`src/rtl/seg7_pkg.sv`:
```
// Shared types and constants for the seven-segment hex display driver.
// Segment bit 0..6 maps to segments a..g; a 0 bit lights the segment.
package seg7_pkg;

    typedef logic [6:0] seg7_t;

    localparam seg7_t SEG7_BLANK = 7'b1111111;

    // Glyph table indexed by nibble value 0..F (b and d in lower case).
    localparam seg7_t SEG7_GLYPH [16] = '{
        7'b1000000,   // 0
        7'b1111001,   // 1
        7'b0100100,   // 2
        7'b0110000,   // 3
        7'b0011001,   // 4
        7'b0010010,   // 5
        7'b0000010,   // 6
        7'b1111000,   // 7
        7'b0000000,   // 8
        7'b0010000,   // 9
        7'b0001000,   // A
        7'b0000011,   // b
        7'b1000110,   // C
        7'b0100001,   // d
        7'b0000110,   // E
        7'b0001110    // F
    };

    // Blink phase: ON shows glyphs, OFF blanks every digit.
    typedef enum logic {
        PH_ON  = 1'b0,
        PH_OFF = 1'b1
    } blink_phase_e;

endpackage

```
`src/rtl/seg7_hex_multi_if.sv`:
```
// Display bus between the datapath and the hex display driver.
// load is a single-cycle strobe with no back-pressure: whenever load is 1 at a
// rising edge the value is captured; there is no ready signal and no hold-off.
// phase exposes the blink state machine for observation.
interface seg7_hex_multi_if #(
    parameter int WIDTH = 8
);
    import seg7_pkg::*;

    localparam int DIGITS = (WIDTH + 3) / 4;

    logic [WIDTH-1:0]   value;
    logic               load;
    logic               lz_blank;
    logic               blink;
    seg7_t [DIGITS-1:0] hex;
    blink_phase_e       phase;

    modport master (
        output value,
        output load,
        output lz_blank,
        output blink,
        input  hex,
        input  phase
    );

    modport slave (
        input  value,
        input  load,
        input  lz_blank,
        input  blink,
        output hex,
        output phase
    );

endinterface

```
`src/rtl/seg7_nibble.sv`:
```
// Combinational nibble to seven-segment glyph decoder.
module seg7_nibble
    import seg7_pkg::*;
(
    input  logic [3:0] nib,
    output seg7_t      seg
);

    // Direct table lookup of the glyph for this nibble.
    always_comb begin
        seg = SEG7_GLYPH[nib];
    end

endmodule

```
`src/rtl/seg7_hex_multi.sv`:
```
// Registered multi-digit hex display driver with optional leading-zero
// blanking and whole-field blinking.
// Optional feature macro: SEG7_BLINK_EN (blink counter and phase FSM present
// when defined; otherwise the phase is permanently ON and blink is ignored).
module seg7_hex_multi
    import seg7_pkg::*;
#(
    parameter int WIDTH     = 8,
    parameter int BLINK_DIV = 25_000_000
) (
    input  logic             clk,
    input  logic             reset,
    seg7_hex_multi_if.slave  bus
);

    localparam int DIGITS = (WIDTH + 3) / 4;

    logic [WIDTH-1:0]    val_q;
    logic [DIGITS*4-1:0] val_pad;
    seg7_t [DIGITS-1:0]  glyph;
    logic [DIGITS-1:0]   lz_mask;
    logic                zero_run;
    seg7_t [DIGITS-1:0]  hex_d;
    seg7_t [DIGITS-1:0]  hex_q;
    blink_phase_e        phase_q;

    // Capture the displayed value on the load strobe.
    always_ff @(posedge clk) begin
        if (reset) begin
            val_q <= '0;
        end else if (bus.load) begin
            val_q <= bus.value;
        end
    end

    // Zero-pad the value up to a whole number of nibbles.
    always_comb begin
        val_pad             = '0;
        val_pad[WIDTH-1:0]  = val_q;
    end

    genvar g;
    generate
        for (g = 0; g < DIGITS; g++) begin : g_digit
            seg7_nibble u_nibble (
                .nib (val_pad[4*g +: 4]),
                .seg (glyph[g])
            );
        end
    endgenerate

    // A digit is a leading zero when it and every higher nibble are zero;
    // digit 0 never qualifies so a zero value still shows "0".
    always_comb begin
        lz_mask  = '0;
        zero_run = 1'b1;
        for (int d = DIGITS - 1; d >= 1; d--) begin
            zero_run   = zero_run & (val_pad[4*d +: 4] == 4'h0);
            lz_mask[d] = zero_run;
        end
    end

`ifdef SEG7_BLINK_EN
    localparam int CW = (BLINK_DIV > 1) ? $clog2(BLINK_DIV) : 1;
    localparam logic [CW-1:0] CNT_LAST = CW'(BLINK_DIV - 1);

    blink_phase_e  phase_d;
    logic [CW-1:0] cnt_q;
    logic [CW-1:0] cnt_d;

    // Blink phase and half-period counter registers.
    always_ff @(posedge clk) begin
        if (reset) begin
            phase_q <= PH_ON;
            cnt_q   <= '0;
        end else begin
            phase_q <= phase_d;
            cnt_q   <= cnt_d;
        end
    end

    // Phase toggles every BLINK_DIV cycles while blinking; a fresh load
    // restarts a full ON half-period so the new value is seen immediately.
    always_comb begin
        phase_d = phase_q;
        cnt_d   = cnt_q;
        if (!bus.blink || bus.load) begin
            phase_d = PH_ON;
            cnt_d   = '0;
        end else if (cnt_q == CNT_LAST) begin
            cnt_d = '0;
            case (phase_q)
                PH_ON:   phase_d = PH_OFF;
                PH_OFF:  phase_d = PH_ON;
                default: phase_d = PH_ON;
            endcase
        end else begin
            cnt_d = cnt_q + CW'(1);
        end
    end
`else
    logic unused_blink;

    // Without blinking the field is permanently in the ON phase.
    always_comb begin
        phase_q      = PH_ON;
        unused_blink = bus.blink;
    end
`endif

    // Choose glyph or blank per digit from phase and leading-zero mask.
    always_comb begin
        hex_d = '1;
        for (int d = 0; d < DIGITS; d++) begin
            if (phase_q == PH_OFF || (bus.lz_blank && lz_mask[d])) begin
                hex_d[d] = SEG7_BLANK;
            end else begin
                hex_d[d] = glyph[d];
            end
        end
    end

    // Output register driving the pins; reset shows an all-blank field.
    always_ff @(posedge clk) begin
        if (reset) begin
            hex_q <= '1;
        end else begin
            hex_q <= hex_d;
        end
    end

    assign bus.hex   = hex_q;
    assign bus.phase = phase_q;

endmodule

```
`src/flat_wrapper.sv`:
```
// flat-port wrapper written by rule: the top's interface ports become plain ports
module seg7_hex_multi_flat import seg7_pkg::*;
#(
    parameter int WIDTH     = 8,
    parameter int BLINK_DIV = 25_000_000
)
  (clk, reset, bus_value, bus_load, bus_lz_blank, bus_blink, bus_hex, bus_phase);
  seg7_hex_multi_if #(.WIDTH(WIDTH)) bus_i ();
  input  logic clk;
  input  logic reset;
  input wire logic [$bits(bus_i.value)-1:0] bus_value;
  input wire logic [$bits(bus_i.load)-1:0] bus_load;
  input wire logic [$bits(bus_i.lz_blank)-1:0] bus_lz_blank;
  input wire logic [$bits(bus_i.blink)-1:0] bus_blink;
  output wire logic [$bits(bus_i.hex)-1:0] bus_hex;
  output wire logic [$bits(bus_i.phase)-1:0] bus_phase;
  assign bus_i.value = bus_value;
  assign bus_i.load = bus_load;
  assign bus_i.lz_blank = bus_lz_blank;
  assign bus_i.blink = bus_blink;
  assign bus_hex = bus_i.hex;
  assign bus_phase = bus_i.phase;
  seg7_hex_multi #(.WIDTH(WIDTH), .BLINK_DIV(BLINK_DIV)) u_core (.clk(clk), .reset(reset), .bus(bus_i));
endmodule
```
`config.mk`:
```
export PLATFORM = sky130hd
export DESIGN_NAME = seg7_hex_multi_flat
export DESIGN_NICKNAME = d
export VERILOG_FILES = /design/src/rtl/seg7_pkg.sv /design/src/rtl/seg7_hex_multi_if.sv /design/src/rtl/seg7_nibble.sv /design/src/rtl/seg7_hex_multi.sv /design/src/flat_wrapper.sv
export SDC_FILE = /design/constraint.sdc
export NUM_CORES = 1
export LEC_CHECK = 0
export CAP_MARGIN = 15
export CORE_ASPECT_RATIO = 0.8
export CORE_MARGIN = 3
export CORE_UTILIZATION = 43
export CTS_CLUSTER_DIAMETER = 120
export DETAILED_ROUTE_END_ITERATION = 12
export PLACE_DENSITY = 0.83
export SLEW_MARGIN = 0
export SYNTH_ARGS = -nofsm -noshare
export SYNTH_HDL_FRONTEND = slang
export SYNTH_SLANG_ARGS = --single-unit
```
`constraint.sdc`:
```
create_clock -name clk -period 1.4 [get_ports clk]
set_input_delay 0.28 -clock clk [delete_from_list [all_inputs] [get_ports clk]]
set_output_delay 0.28 -clock clk [all_outputs]
set_load 0.02 [all_outputs]
```
Yosys cells after proc, flatten, opt, wreduce, memory -nomap -nowiden --
Memory sizes are Yosys's and may differ from the RTL's. A register that Yosys moved wholly into a read port is not among the register bits. Index checks and enable logic that the tools add are counted.
Word-level totals: bits in registers 8, memories 2, bits in read-only memories 224, bits of input ports 13, word-level logic and storage cells 8
Operators by class: bitwise operators 2, reduce and logical (&&, ||, !) cells 3
Memory list:
- (no name shown) | depth 16, bits a word 7, read ports 1, clocked after Yosys merged registers in 1, wr ports 0, line seg7_nibble.sv:11 | seg = SEG7_GLYPH[nib];
- (no name shown) | depth 16, bits a word 7, read ports 1, clocked after Yosys merged registers in 1, wr ports 0, line seg7_nibble.sv:11
Operators by type and width (number):
- inverter 4 -> 5 bit | 2
- zero test 4 bit | 1
- OR reduction 2 bit | 1
- logical AND 1 bit | 1

Depth between registers and ports, before layout --
depth after elaboration 3, depth in mapped cells 5, depth with buffers taken out 5

By module --
From an unflattened synthesis, not the netlist that was laid out.
Unflattened totals: cells, all modules 129, area total of the unflattened synthesis 1243.7 um^2
By module, submodules not included:
- seg7_hex_multi | cells each 65, instances 1, area an instance 693.2 um^2, seq. area each 440.4 um^2
- seg7_nibble | cells each 32, instances 2, area an instance 275.3 um^2, seq. area each 0.0 um^2

Worst setup path before layout --
Ideal clock, no wire load.
kind register -> register, start point register u_core.val_q[0], in the netlist u_core.val_pad[0], end point register u_core.hex_q, in the netlist u_core.bus.hex[3], library setup time 120 ps, cell stages (with the launch flop) 6, path slack -190 ps, required time 1280 ps, arrival time 1470 ps, path buffers 0, cell sequence dfxtp_1 -> inv_1 -> ha_1 -> inv_1 -> mux4_2 -> or2_1
On the way: word-level cells in the longest chain between the ends 1
RTL lines:
- from (decl) | line seg7_hex_multi.sv:18 | logic [WIDTH-1:0] val_q;
- from (signal assigned) | line seg7_hex_multi.sv:32 | val_q <= bus.value;
- inverter 4 -> 5 bit (implied by the code) | line seg7_nibble.sv:11
- to (decl) | line seg7_hex_multi.sv:24 | seg7_t [DIGITS-1:0] hex_q;
Every way passes these cells. A chain may end at the register's enable or synchronous reset.

Worst setup path after layout --
Ends and elaborated chain as after synthesis.

==> metrics.cfg <==
[setup_path]
worstPathArrival_ps = 1730
critPathRequiredTime_ps = 1600
regToRegSetupSlack_ps = -130
cp_slowest_stage_delay_ps = 460
path_cells = inv_4, ha_4, inv_2, mux4_2, or2_1
regToRegStartpoint = u_core.val_pad[0]
cp-start-kind = register
critPathMaxFanout = 4
reg2regPathDepth = 5
slowest_stage = mux4_2
r2r-end = u_core.bus.hex[3]
startpoint = u_core.val_pad[0]
critPathKind = reg -> reg
cp-end-kind = register

[cells_and_area]
layout.nets = 185
layout-drive-gt1-share_pct = 22.9
area_growth_pct = 42.7
num_antenna_cells = 0
fin_util_pct = 65.5

[grt]
grt_pass1_wl_um = 3970
grt_pass1_vias = 907
grt.busiest_layer = met2
grt_use_met3_pct = 3.86
antenna_found_initial = 0
use_met2_pct = 26.2
grt_max_degree = 14
met1_usage_pct = 19.0
grt_overflow = 0
grt_usage_pct = 15.2

[yosys]
seq_area_frac_synth_pct = 38.4
yosysWarnings = 0
synth_top_cell_by_area = dfxtp_1
synth_common_cells = dfxtp_1, nor2_1, ha_1
avgSynthCellArea_um2 = 9.89
synth_area_leaders = dfxtp_1, ha_1, mux2i_1
netlist.area_leader.share_pct = 38.4
synth.most_common_cell = dfxtp_1
syn_nets = 143
ys_ff_latch = 22
synthArstFlopShare_pct = 0
synth_cells = 116
synth_area_um2 = 1150
synth_edf_count = 0
yosys_most_used_dff = dfxtp_1
ys_types = 29

[sta]
fin_skew_ps = 6.26
setup_violations = 1
finalHoldViolCount = 0
fin_ws_ps = -131
drv_slew = 0
min_period_ps = 1530
max_freq_ghz = 0.653
rsz0062_at_grt = yes
fin_crit_sh_pct = 109

[run]
maxCapViolations = 0

[floorplan]
core_um2 = 2500
fp.dieH_um = 52.2
fp.dieW_um = 63.8
start_util_pct = 45.8
die_area_um2 = 3330
row_count = 16
io_pins = 28

[cts]
cts_sinks = 22
path_clk_slew_ps = 120
insertion_delay_ps = 310
cts_tree = done
htree_num_levels = 1
numCtsBuffers = 3
hold_buffers = 0
cts-root-buf = clkbuf_4
cts_buffer_depth = 2

[power_and_ir_drop]
ir_drop_mv = 0.489
p_leak_nw = 0.700
power_density_nw_per_um2 = 910
p_total_mw = 1.49

[routing]
drt_drc_violations_left = 0
postRouteAntennaNets = 0
wl_per_cell_um = 12.8
dr.pass1.iters = 4
routed_wl_um = 2480
via_per_inst = 5.09
dr_total_vias = 983
drt-initial-drc-count = 30

[min_path]
hold_start = u_core.val_pad[1]
hold_path_class = reg -> reg
holdPathEnd = u_core.val_pad[1]
whs_path_depth = 2

[place]
place_hpwl_um = 1910
io_buffers = 25
place.gp.congestion = 0.884

[run_status]
violations = negative setup slack
status = finished, violations left

-- final cells by class --
cell class / count / area, um^2
Fill cell: 194 / 865
Tap cell: 36 / 45.0
Sequential cell: 22 / 448
Multi-Input combinational cell: 80 / 683
Timing Repair Buffer: 44 / 383
Clock buffer: 4 / 47.5
Inverter: 7 / 31.3
-- worst max-delay path: cells and delay by family, from the launching register on --
kind	cells	cell delay, ps
mux	1	460
simple gates	1	230
buf+inv	2	80
flops	1	400
fa+ha+maj	1	260
-- state kept, by name, indices dropped and copies added, names as in the netlist --
| name | count |
|---|---|
| u_core.bus.hex | 14 |
| u_core.val_pad | 8 |
-- metrics by stage --
step           TNS (ps)  worst slack [ps]  cells  cell area (um^2)  hold slack [ps]
4_1_cts            -131             -98.8    193              1620              565
3_3_place_gp      -46.8             -46.8    187              1560              506
2_1_floorplan     -38.8             -38.8    116              1170              374
3_5_place_dp       -139             -97.7    187              1560              546
5_1_grt            -235              -191    193              1640              584
6_report           -131              -131    193              1640              569
-- cell usage in the layout (no fill, tap or decap), drive strengths merged --
cell type	Yosys	layout
dlygate4sd2	0	14
buf	6	19
nand3b	1	1
or2	1	1
mux4	1	1
a221o	2	2
clkdlybuf4s50	0	11
mux2	1	1
a21oi	1	1
inv	7	7
o311ai	5	5
mux2i	12	12
a211o	1	1
a21boi	1	1
conb	1	1
and2	2	2
nor2	16	16
dfxtp	22	22
nand2b	2	2
nand3	1	1
a31oi	2	2
o21ai	6	6
nor2b	5	5
o211ai	3	3
nand2	1	1
nor3	1	1
clkbuf	1	4
ha	14	14
-- routing by layer --
metal	wire length, um	vias up
met4	31	0
li1	-	482
met5	0	-
met3	116	6
met1	1140	458
met2	1190	37
-- what timing repair did --
item / CTS / global route
pin swaps: 2 / 2
buffers inserted: 2 / 0
gates resized for setup: 20 / 6
setup endpoints to repair: 16 / 7
-- where the power goes --
group	leakage, nW	internal, mW	switching (mW)
clock	0.0261	0.218	0.187
combinational	0.489	0.188	0.189
sequential	0.185	0.677	0.0322
total	0.700	1.08	0.408
-- cells by family after synthesis --
kind of cell    after synthesis  synth area share (%)
compound gates               21                  14.4
other cells                   1                 0.327
mux                          14                  13.4
flops                        22                  38.4
fa+ha+maj                    14                  15.3
simple gates                 30                  12.5
buf+inv                      14                  5.67
-- worst max-delay path by stage --
stage	cells past startpoint	slack (ps)	to
6_report	5	-130	u_core.bus.hex[3]
3_5_place_dp	5	-100	u_core.bus.hex[3]
4_1_cts	5	-100	u_core.bus.hex[3]
2_1_floorplan	5	-40	u_core.bus.hex[3]
3_3_place_gp	5	-50	u_core.bus.hex[3]
5_1_grt	5	-190	u_core.bus.hex[3]
No activity file was read; power rests on OpenSTA's default activity.
